### src/rtl/fpu_pkg.sv
// Shared FPU package: IEEE-754 single-precision field layout, constants and
// the special-case operand classifier used by fsquare, fsqrt and later units.
package fpu_pkg;

    localparam int EXP_BIAS = 127;
    localparam int EXP_W    = 8;
    localparam int FRAC_W   = 23;

    localparam logic [31:0] QNAN = 32'h7FC0_0000;
    localparam logic [31:0] PINF = 32'h7F80_0000;

    typedef struct packed {
        logic                s;
        logic [EXP_W-1:0]    e;
        logic [FRAC_W-1:0]   f;
    } float32_t;

    typedef enum logic [1:0] {
        NORM = 2'd0,
        ZERO = 2'd1,
        INF  = 2'd2,
        NAN  = 2'd3
    } fclass_t;

    // Zero and denormals share one class: both are flushed to zero.
    function automatic fclass_t classify(input float32_t v);
        fclass_t c;
        if (v.e == 8'h00) begin
            c = ZERO;
        end else if (v.e == 8'hFF) begin
            if (v.f != 23'd0) begin
                c = NAN;
            end else begin
                c = INF;
            end
        end else begin
            c = NORM;
        end
        return c;
    endfunction

endpackage

### src/rtl/fsquare_mul24.sv
// mul24: registered 24x24 -> 48 unsigned multiplier with valid pass-through.
// Kept as its own block so retiming or a two-stage split stays local here.
module mul24 (
    input  logic        clk,
    input  logic        rstn,
    input  logic        in_valid,
    input  logic [23:0] a,
    input  logic [23:0] b,
    output logic        out_valid,
    output logic [47:0] p
);

    logic        valid_q;
    logic [47:0] p_q;
    logic [47:0] p_d;

    // Full-width unsigned product of the two mantissas.
    always_comb begin
        p_d = 48'd0;
        p_d = {24'd0, a} * {24'd0, b};
    end

    // Product register; only loads on valid operands so idle cycles do not toggle it.
    always_ff @(posedge clk or negedge rstn) begin
        if (!rstn) begin
            valid_q <= 1'b0;
            p_q     <= 48'd0;
        end else begin
            valid_q <= in_valid;
            if (in_valid) begin
                p_q <= p_d;
            end
        end
    end

    assign out_valid = valid_q;
    assign p         = p_q;

endmodule

### src/rtl/fsquare.sv
// fsquare: 3-stage pipelined single-precision squarer, y = x*x.
//   S1 classify and register operand, S2 mantissa product (mul24),
//   S3 normalize, round, range-check and pack into registered outputs.
// Build option: define FSQUARE_RNE_EN for round-to-nearest-even; otherwise
// the mantissa is truncated and S3 has no increment logic.
module fsquare
    import fpu_pkg::*;
(
    input  logic        clk,
    input  logic        rstn,
    input  logic        in_valid,
    input  logic [31:0] x,
    output logic        out_valid,
    output logic [31:0] y,
    output logic        ovf,
    output logic        udf
);

    // ---------------- Stage 1 ----------------
    float32_t    x_s;
    fclass_t     cls1_d;
    logic [23:0] m1_d;
    logic        v1_q;
    fclass_t     cls1_q;
    logic [7:0]  e1_q;
    logic [23:0] m1_q;
    logic        unused_sign_s;

    // Unpack the operand and classify it; the sign never reaches the result.
    always_comb begin
        x_s           = float32_t'(x);
        cls1_d        = classify(x_s);
        m1_d          = {1'b1, x_s.f};
        unused_sign_s = x_s.s;
    end

    // Stage-1 register: valid bit always tracks, payload loads on valid only.
    always_ff @(posedge clk or negedge rstn) begin
        if (!rstn) begin
            v1_q   <= 1'b0;
            cls1_q <= ZERO;
            e1_q   <= 8'd0;
            m1_q   <= 24'd0;
        end else begin
            v1_q <= in_valid;
            if (in_valid) begin
                cls1_q <= cls1_d;
                e1_q   <= x_s.e;
                m1_q   <= m1_d;
            end
        end
    end

    // ---------------- Stage 2 ----------------
    logic        v2_s;
    logic [47:0] p2_s;
    fclass_t     cls2_q;
    logic [7:0]  e2_q;

    mul24 u_mul24 (
        .clk       (clk),
        .rstn      (rstn),
        .in_valid  (v1_q),
        .a         (m1_q),
        .b         (m1_q),
        .out_valid (v2_s),
        .p         (p2_s)
    );

    // Class and exponent ride alongside the product so they line up in S3.
    always_ff @(posedge clk or negedge rstn) begin
        if (!rstn) begin
            cls2_q <= ZERO;
            e2_q   <= 8'd0;
        end else begin
            if (v1_q) begin
                cls2_q <= cls1_q;
                e2_q   <= e1_q;
            end
        end
    end

    // ---------------- Stage 3 ----------------
    logic signed [9:0] exp_n_s;
    logic signed [9:0] exp_r_s;
    logic [22:0]       mant_n_s;
    logic [22:0]       mant_r_s;
    logic [31:0]       y_d;
    logic              ovf_d;
    logic              udf_d;
`ifdef FSQUARE_RNE_EN
    logic              guard_s;
    logic              sticky_s;
    logic              inc_s;
    logic [23:0]       rnd_s;
`else
    logic              unused_lsb_s;
`endif

    // Normalize: the product of two [1,2) mantissas lies in [1,4), so p[47]
    // selects a one-bit shift and bumps the exponent (2e - bias, plus carry).
    always_comb begin
        exp_n_s = $signed({1'b0, e2_q, 1'b0}) - 10'sd127 + $signed({9'd0, p2_s[47]});
        if (p2_s[47]) begin
            mant_n_s = p2_s[46:24];
        end else begin
            mant_n_s = p2_s[45:23];
        end
`ifdef FSQUARE_RNE_EN
        if (p2_s[47]) begin
            guard_s  = p2_s[23];
            sticky_s = |p2_s[22:0];
        end else begin
            guard_s  = p2_s[22];
            sticky_s = |p2_s[21:0];
        end
`else
        unused_lsb_s = ^p2_s[22:0];
`endif
    end

    // Round the mantissa; a carry-out wraps it to zero and bumps the exponent.
    always_comb begin
`ifdef FSQUARE_RNE_EN
        inc_s = guard_s & (sticky_s | mant_n_s[0]);
        rnd_s = {1'b0, mant_n_s} + {23'd0, inc_s};
        if (rnd_s[23]) begin
            mant_r_s = 23'd0;
            exp_r_s  = exp_n_s + 10'sd1;
        end else begin
            mant_r_s = rnd_s[22:0];
            exp_r_s  = exp_n_s;
        end
`else
        mant_r_s = mant_n_s;
        exp_r_s  = exp_n_s;
`endif
    end

    // Select the special-case result or the range-checked normal result.
    always_comb begin
        y_d   = 32'd0;
        ovf_d = 1'b0;
        udf_d = 1'b0;
        case (cls2_q)
            ZERO: begin
                y_d = 32'd0;
            end
            NAN: begin
                y_d = QNAN;
            end
            INF: begin
                y_d = PINF;
            end
            NORM: begin
                if (exp_r_s >= 10'sd255) begin
                    y_d   = PINF;
                    ovf_d = 1'b1;
                end else if (exp_r_s <= 10'sd0) begin
                    y_d   = 32'd0;
                    udf_d = 1'b1;
                end else begin
                    y_d = {1'b0, exp_r_s[7:0], mant_r_s};
                end
            end
            default: begin
                y_d = 32'd0;
            end
        endcase
    end

    logic        out_valid_q;
    logic [31:0] y_q;
    logic        ovf_q;
    logic        udf_q;

    // Output register: result and flags update only with a valid result, else hold.
    always_ff @(posedge clk or negedge rstn) begin
        if (!rstn) begin
            out_valid_q <= 1'b0;
            y_q         <= 32'd0;
            ovf_q       <= 1'b0;
            udf_q       <= 1'b0;
        end else begin
            out_valid_q <= v2_s;
            if (v2_s) begin
                y_q   <= y_d;
                ovf_q <= ovf_d;
                udf_q <= udf_d;
            end
        end
    end

    assign out_valid = out_valid_q;
    assign y         = y_q;
    assign ovf       = ovf_q;
    assign udf       = udf_q;

endmodule
### config.mk
export PLATFORM = sky130hd
export DESIGN_NAME = fsquare
export DESIGN_NICKNAME = d
export VERILOG_FILES = /design/src/rtl/fpu_pkg.sv /design/src/rtl/fsquare_mul24.sv /design/src/rtl/fsquare.sv
export SDC_FILE = /design/constraint.sdc
export NUM_CORES = 1
export LEC_CHECK = 0
export CAP_MARGIN = 20
export CORE_UTILIZATION = 55
export CTS_BUF_LIST = sky130_fd_sc_hd__clkbuf_8
export DETAILED_ROUTE_END_ITERATION = 8
export GPL_TIMING_DRIVEN = 0
export PLACE_DENSITY_LB_ADDON = 0.2
export RECOVER_POWER = 25
export REMOVE_ABC_BUFFERS = 1
export SKIP_LAST_GASP = 1
export SLEW_MARGIN = 40
export SYNTH_ARGS = -nofsm -noshare
export SYNTH_HDL_FRONTEND = slang
export SYNTH_SLANG_ARGS = --single-unit
### constraint.sdc
create_clock -name clk -period 6.9 [get_ports clk]
set_input_delay 0.69 -clock clk [delete_from_list [all_inputs] [get_ports clk]]
set_output_delay 0.69 -clock clk [all_outputs]
set_load 0.01 [all_outputs]
# Word-level counts from Yosys, hierarchy flattened

Cells that the tools add are included.

Order comparisons: 2
Multiply operators: 1
Muxes and demuxes: 12
Equal/unequal tests: 4
Add/sub/neg operators: 2
Reductions and logical operators: 3

Operator list:

| kind                                                                                 | number |
|---|---|
| 32-bit one-hot mux with 4 select lines                                               | 1 |
| 31-bit two-way mux                                                                   | 2 |
| 24-bit by 24-bit multiplier with 48-bit output                                       | 1 |
| 23-bit two-way mux                                                                   | 1 |
| 23-bit nonzero test                                                                  | 1 |
| 10-bit by 2-bit adder with 10-bit output                                             | 1 |
| 10-bit by 9-bit greater-or-equal comparator with 1-bit output, second input constant | 1 |
| 10-bit by 1-bit <= comparator with 1-bit output, second input constant               | 1 |
| 9-bit by 7-bit subtractor with 10-bit output, second input constant                  | 1 |
| 8-bit == test, second input constant                                                 | 1 |
| 8-bit logical NOT                                                                    | 1 |
| 1-bit two-way mux                                                                    | 6 |
| 2-bit == test, second input constant                                                 | 2 |
| 2-bit two-way mux                                                                    | 2 |
| 2-bit by 1-bit == test with 1-bit output, second input constant                      | 1 |
| 2-bit logical NOT                                                                    | 1 |

Output and inout bits: 35
Flip-flop bits (word level): 129
Logic and storage cells: 36

# Logic depth before layout (Yosys ltp)

Word-level depth: 6
Mapped depth: 25
Gate-level depth less buffers: 25

# Cells and area by module

From an unflattened synthesis, not the netlist that was laid out.

Cell total of the unflattened synthesis: 2,629
Area total of the unflattened synthesis: 24,786.3 um^2

Modules (own cells, without submodules):

| module  | cells each | times used | sequential area each (um^2) | area an instance (um^2) |
|---|---|---|---|---|
| mul24   | 2,295      | 1          | 1,226.2                     | 20,837.5 |
| fsquare | 334        | 1          | 1,979.4                     | 3,948.8 |

# Worst setup path after synthesis

No wires, ideal clock.

Path type: reg2reg
Start point: register m1_q[21]
End point: register u_mul24.p_q[47] (netlist: u_mul24.p[47])
Data arrival time: 6.591 ns
Path buffers: 2
Setup time: 0.131 ns
Slack: 0.178 ns
Cell stages (with the launch flop): 25
Period minus slack after synthesis: 6.722 ns
Path through: dfrtp_1 -> clkbuf_1 -> clkbuf_1 -> nand2_1 -> fa_1 -> inv_1 -> fa_1 -> inv_1 -> fa_1 -> fa_1 -> inv_1 -> fa_1 -> fa_1 -> inv_1 -> fa_1 -> inv_1 -> ha_1 -> nand2_2 -> nor4_4 -> o2111ai_2 -> a31oi_4 -> o21ai_4 -> a2111oi_4 -> nor3_1 -> or3_1

Longest elaborated chain between the ends: 1

Ends and longest elaborated chain:

| element                                        | RTL line            | text |
|---|---|---|
| from (decl)                                    | fsquare.sv:26       | `logic [23:0] m1_q;` |
| from (signal assigned)                         | fsquare.sv:49       | `m1_q <= m1_d;` |
| 24-bit by 24-bit multiplier with 48-bit output | fsquare_mul24.sv:20 | `p_d = {24'd0, a} * {24'd0, b};` |
| to (signal assigned)                           | fsquare_mul24.sv:31 | `p_q <= p_d;` |
| to (decl)                                      | fsquare_mul24.sv:14 | `logic [47:0] p_q;` |

Every way passes these cells.
A chain may end at the register's enable or synchronous reset.

# Worst setup path after layout

Start point: register m1_q[8]
End point: register u_mul24.p_q[47] (netlist: u_mul24.p[47])

The elaborated chain is that of the path after synthesis.

==> impl_metrics.env <==
export IMPL_rsz0062_at_grt="yes"
export IMPL_r2r_end="u_mul24.p[47]"
export IMPL_crit_arrival_ns=7.23
export IMPL_cts_buffer_depth=2
export IMPL_reg2regPathDepth=24
export IMPL_via_per_inst=5.48
export IMPL_synth_top_area_share_pct=41.7
export IMPL_hpwl_mm=36.1
export IMPL_grtUsageMet1_pct=38.1
export IMPL_r2r_start="m1_q[8]"
export IMPL_io_pins=70
export IMPL_syn_area_um2=20200
export IMPL_die_h_um=194
export IMPL_io_buffers=67
export IMPL_numCtsBuffers=9
export IMPL_synth_edff_count=0
export IMPL_ys_async_sr_fraction_pct=100
export IMPL_rows=69
export IMPL_synth_top_cell_by_area="fa_1"
export IMPL_drt_iter0_markers=882
export IMPL_htreeDepth=3
export IMPL_met2_usage_pct=53.2
export IMPL_synth_top_flop_cell="dfrtp_1"
export IMPL_layout_drive_gt1_share_pct=14.9
export IMPL_tightest_slew_ns=3.02
export IMPL_multi_input_area_um2=15400
export IMPL_nFillCells=2854
export IMPL_fin_nets=2888
export IMPL_synth_most_common_cell="inv_1"
export IMPL_clock_sinks=105
export IMPL_hold_path_startpoint="e1_q[3]"
export IMPL_hold_violations=0
export IMPL_crit_buf_inv=7
export IMPL_setup_viol=1
export IMPL_core_um2=35900
export IMPL_cap_viol_max_count=2
export IMPL_grt_use_total_pct=30.7
export IMPL_die_w_um=194
export IMPL_wl_per_cell_um=20.5
export IMPL_tritoncts="done"
export IMPL_synth_cell_types=66
export IMPL_endpoint_kind="flop"
export IMPL_clkLatencyLatePin_ns=0.41
export IMPL_ys_ff_latch=105
export IMPL_yosysWarnings=0
export IMPL_areaGrowthSynthToFinish_pct=15.9
export IMPL_path_clk_slew_ns=0.11
export IMPL_die_area_um2=37600
export IMPL_via_count=14909
export IMPL_clock_skew_ns=0.0112
export IMPL_postSynthCellCount=2120
export IMPL_synth_area_top_cells="fa_1, dfrtp_1, inv_1, ha_1, nand2_1"
export IMPL_overflow=0
export IMPL_cpMostUsedCell="fa_1"
export IMPL_start_kind="flop"
export IMPL_drc_errors=0
export IMPL_routed_wirelength_mm=55.9
export IMPL_cp_max_fo=6
export IMPL_synth_common_cells="inv_1, fa_1, nand2_1, ha_1, and2_1"
export IMPL_grt_pass1_vias=16362
export IMPL_antenna_found_initial=0
export IMPL_drtPass1Iterations=5
export IMPL_timing_final_ws_setup_ns=-0.0486
export IMPL_holdPathEnd="e2_q[3]"
export IMPL_fmax_ghz=0.144
export IMPL_ant_nets=0
export IMPL_crit_type="flop to flop"
export IMPL_slew_limit_headroom_pct=-102
export IMPL_cpLargestDelayFamily="adder cells"
export IMPL_grt_max_degree=55
export IMPL_holdCritPathClass="flop to flop"
export IMPL_status="finished with violations"
export IMPL_path_cells="buf_12, nand2_1, fa_1, inv_1, fa_1, inv_1, fa_1, fa_1, inv_2, fa_1, fa_1, inv_1, fa_1, inv_1, ha_4, nand2_4, nor4_4, o2111ai_2, a31oi_4, buf_12, o21ai_4, a2111oi_4, nor3_1, or3_1"
export IMPL_whs_path_depth=2
export IMPL_violations="max-capacitance violations, max-slew violations, negative setup slack"
export IMPL_start_util_pct=56.4
export IMPL_grt_first_pass_wirelength_mm=87.9
export IMPL_postCtsHoldBufs=0
export IMPL_seqCellArea_um2=2720
export IMPL_worst_path_max_delay_cell="fa_1"
export IMPL_r2r_slack_ns=-0.05
export IMPL_slew_violations=108
export IMPL_avgSynthCellArea_um2=9.55
export IMPL_grt_busiest_layer="met2"
export IMPL_max_stage_delay_ns=0.57
export IMPL_crit_required_ns=7.18
export IMPL_whs_ns=0.505
export IMPL_ys_seq_area_share_pct=13.0
export IMPL_fin_crit_ns=6.95
export IMPL_grt_util_met3_pct=4.35
export IMPL_fin_crit_sh_pct=101
export IMPL_clockRootBuffer="clkbuf_8"
export IMPL_routabilityCongestion=0.895
-- layout by cell type (no fill, tap or decap), types with 20 or more instances in the layout --
master,count
inv_1,621
fa_1,404
nand2_1,171
ha_1,162
and2_1,109
dfrtp_1,76
buf_4,69
clkdlybuf4s50_1,65
nor2_1,42
mux2_2,42
o22ai_1,33
a21oi_1,30
o21ai_0,29
buf_12,26
buf_6,25
dfrtp_4,24
mux2i_1,23
inv_2,22
nand2_2,20
-- kinds of logic after synthesis --
logic type / after synthesis / share of synthesized area (%)
other: 1 / 0.0185
buffers and inverters: 713 / 13.3
DFF: 105 / 13.0
adders and majority gates: 598 / 52.6
muxes: 65 / 3.47
xor gates and xnor gates: 32 / 1.38
AOI/OAI and AO/OA: 179 / 5.94
and+or+nand+nor: 427 / 10.3
-- timing repair --
| action | 4_1_cts | 5_1_grt |
|---|---|---|
| resized for setup | 67 | 103 |
| buffers inserted | 98 | 28 |
| setup endpoints to repair | 23 | 22 |
| gates cloned | 0 | 2 |
| pin swaps | 25 | 35 |
-- worst register-to-register path, delay by kind of cell (launching register included) --
family	cells	cell delay, ns
AO/OA/AOI/OAI	4	0.90
adder cells (fa/ha/maj)	8	3.82
buffers and inverters	7	0.62
flip-flops	1	0.51
AND/OR/NAND/NOR	5	1.00
-- sequential cells by signal, indices dropped and copies added, names as in the netlist, 2 cells and up --
name       count
u_mul24.p     25
y             31
cls2_q         2
e2_q           8
e1_q           8
cls1_q         2
m1_q          24
-- metal layers --
metal | wire (um) | vias up
met1 | 22000 | 7734
li1 | - | 6590
met3 | 3020 | 136
met5 | 0 | -
met2 | 27900 | 449
met4 | 2960 | 0
-- how the worst max path moves through the flow --
stage | start | endpoint | slack (ns) | depth (start not counted)
after floorplan | m1_q[2] | u_mul24.p[36] | 0.19 | 24
after CTS | m1_q[20] | u_mul24.p[47] | -0.06 | 24
final | m1_q[8] | u_mul24.p[47] | -0.05 | 24
after global routing | m1_q[8] | u_mul24.p[47] | -0.23 | 24
after detailed placement | m1_q[11] | u_mul24.p[47] | -0.60 | 22
after global placement | m1_q[14] | u_mul24.p[47] | -0.95 | 24
-- final cells by class --
type                    count  area share, %
well taps                 461           2.46
diodes                      1         0.0107
inverters                 641           10.3
flip-flops and latches    105           11.6
repair buffers            196           9.20
clock inverters             6          0.187
clock buffers              10          0.586
multi-input cells        1302           65.7
-- stage by stage --
step	worst slack [ns]	setup TNS, ns	util [%]	area (um2)	instances
after floorplan	0.188	0	-	20000	2048
after global routing	-0.232	-1.85	65.3	23500	2721
after CTS	-0.0616	-0.200	63.6	22800	2691
final	-0.0486	-0.0486	65.4	23500	2722
after detailed placement	-0.597	-6.98	59.3	21300	2577
after global placement	-0.950	-16.76	59.1	21200	2576
Power is left out: the tool's default activity adds up to more than one toggle a clock period on the data nets, which glitch-free logic cannot reach.
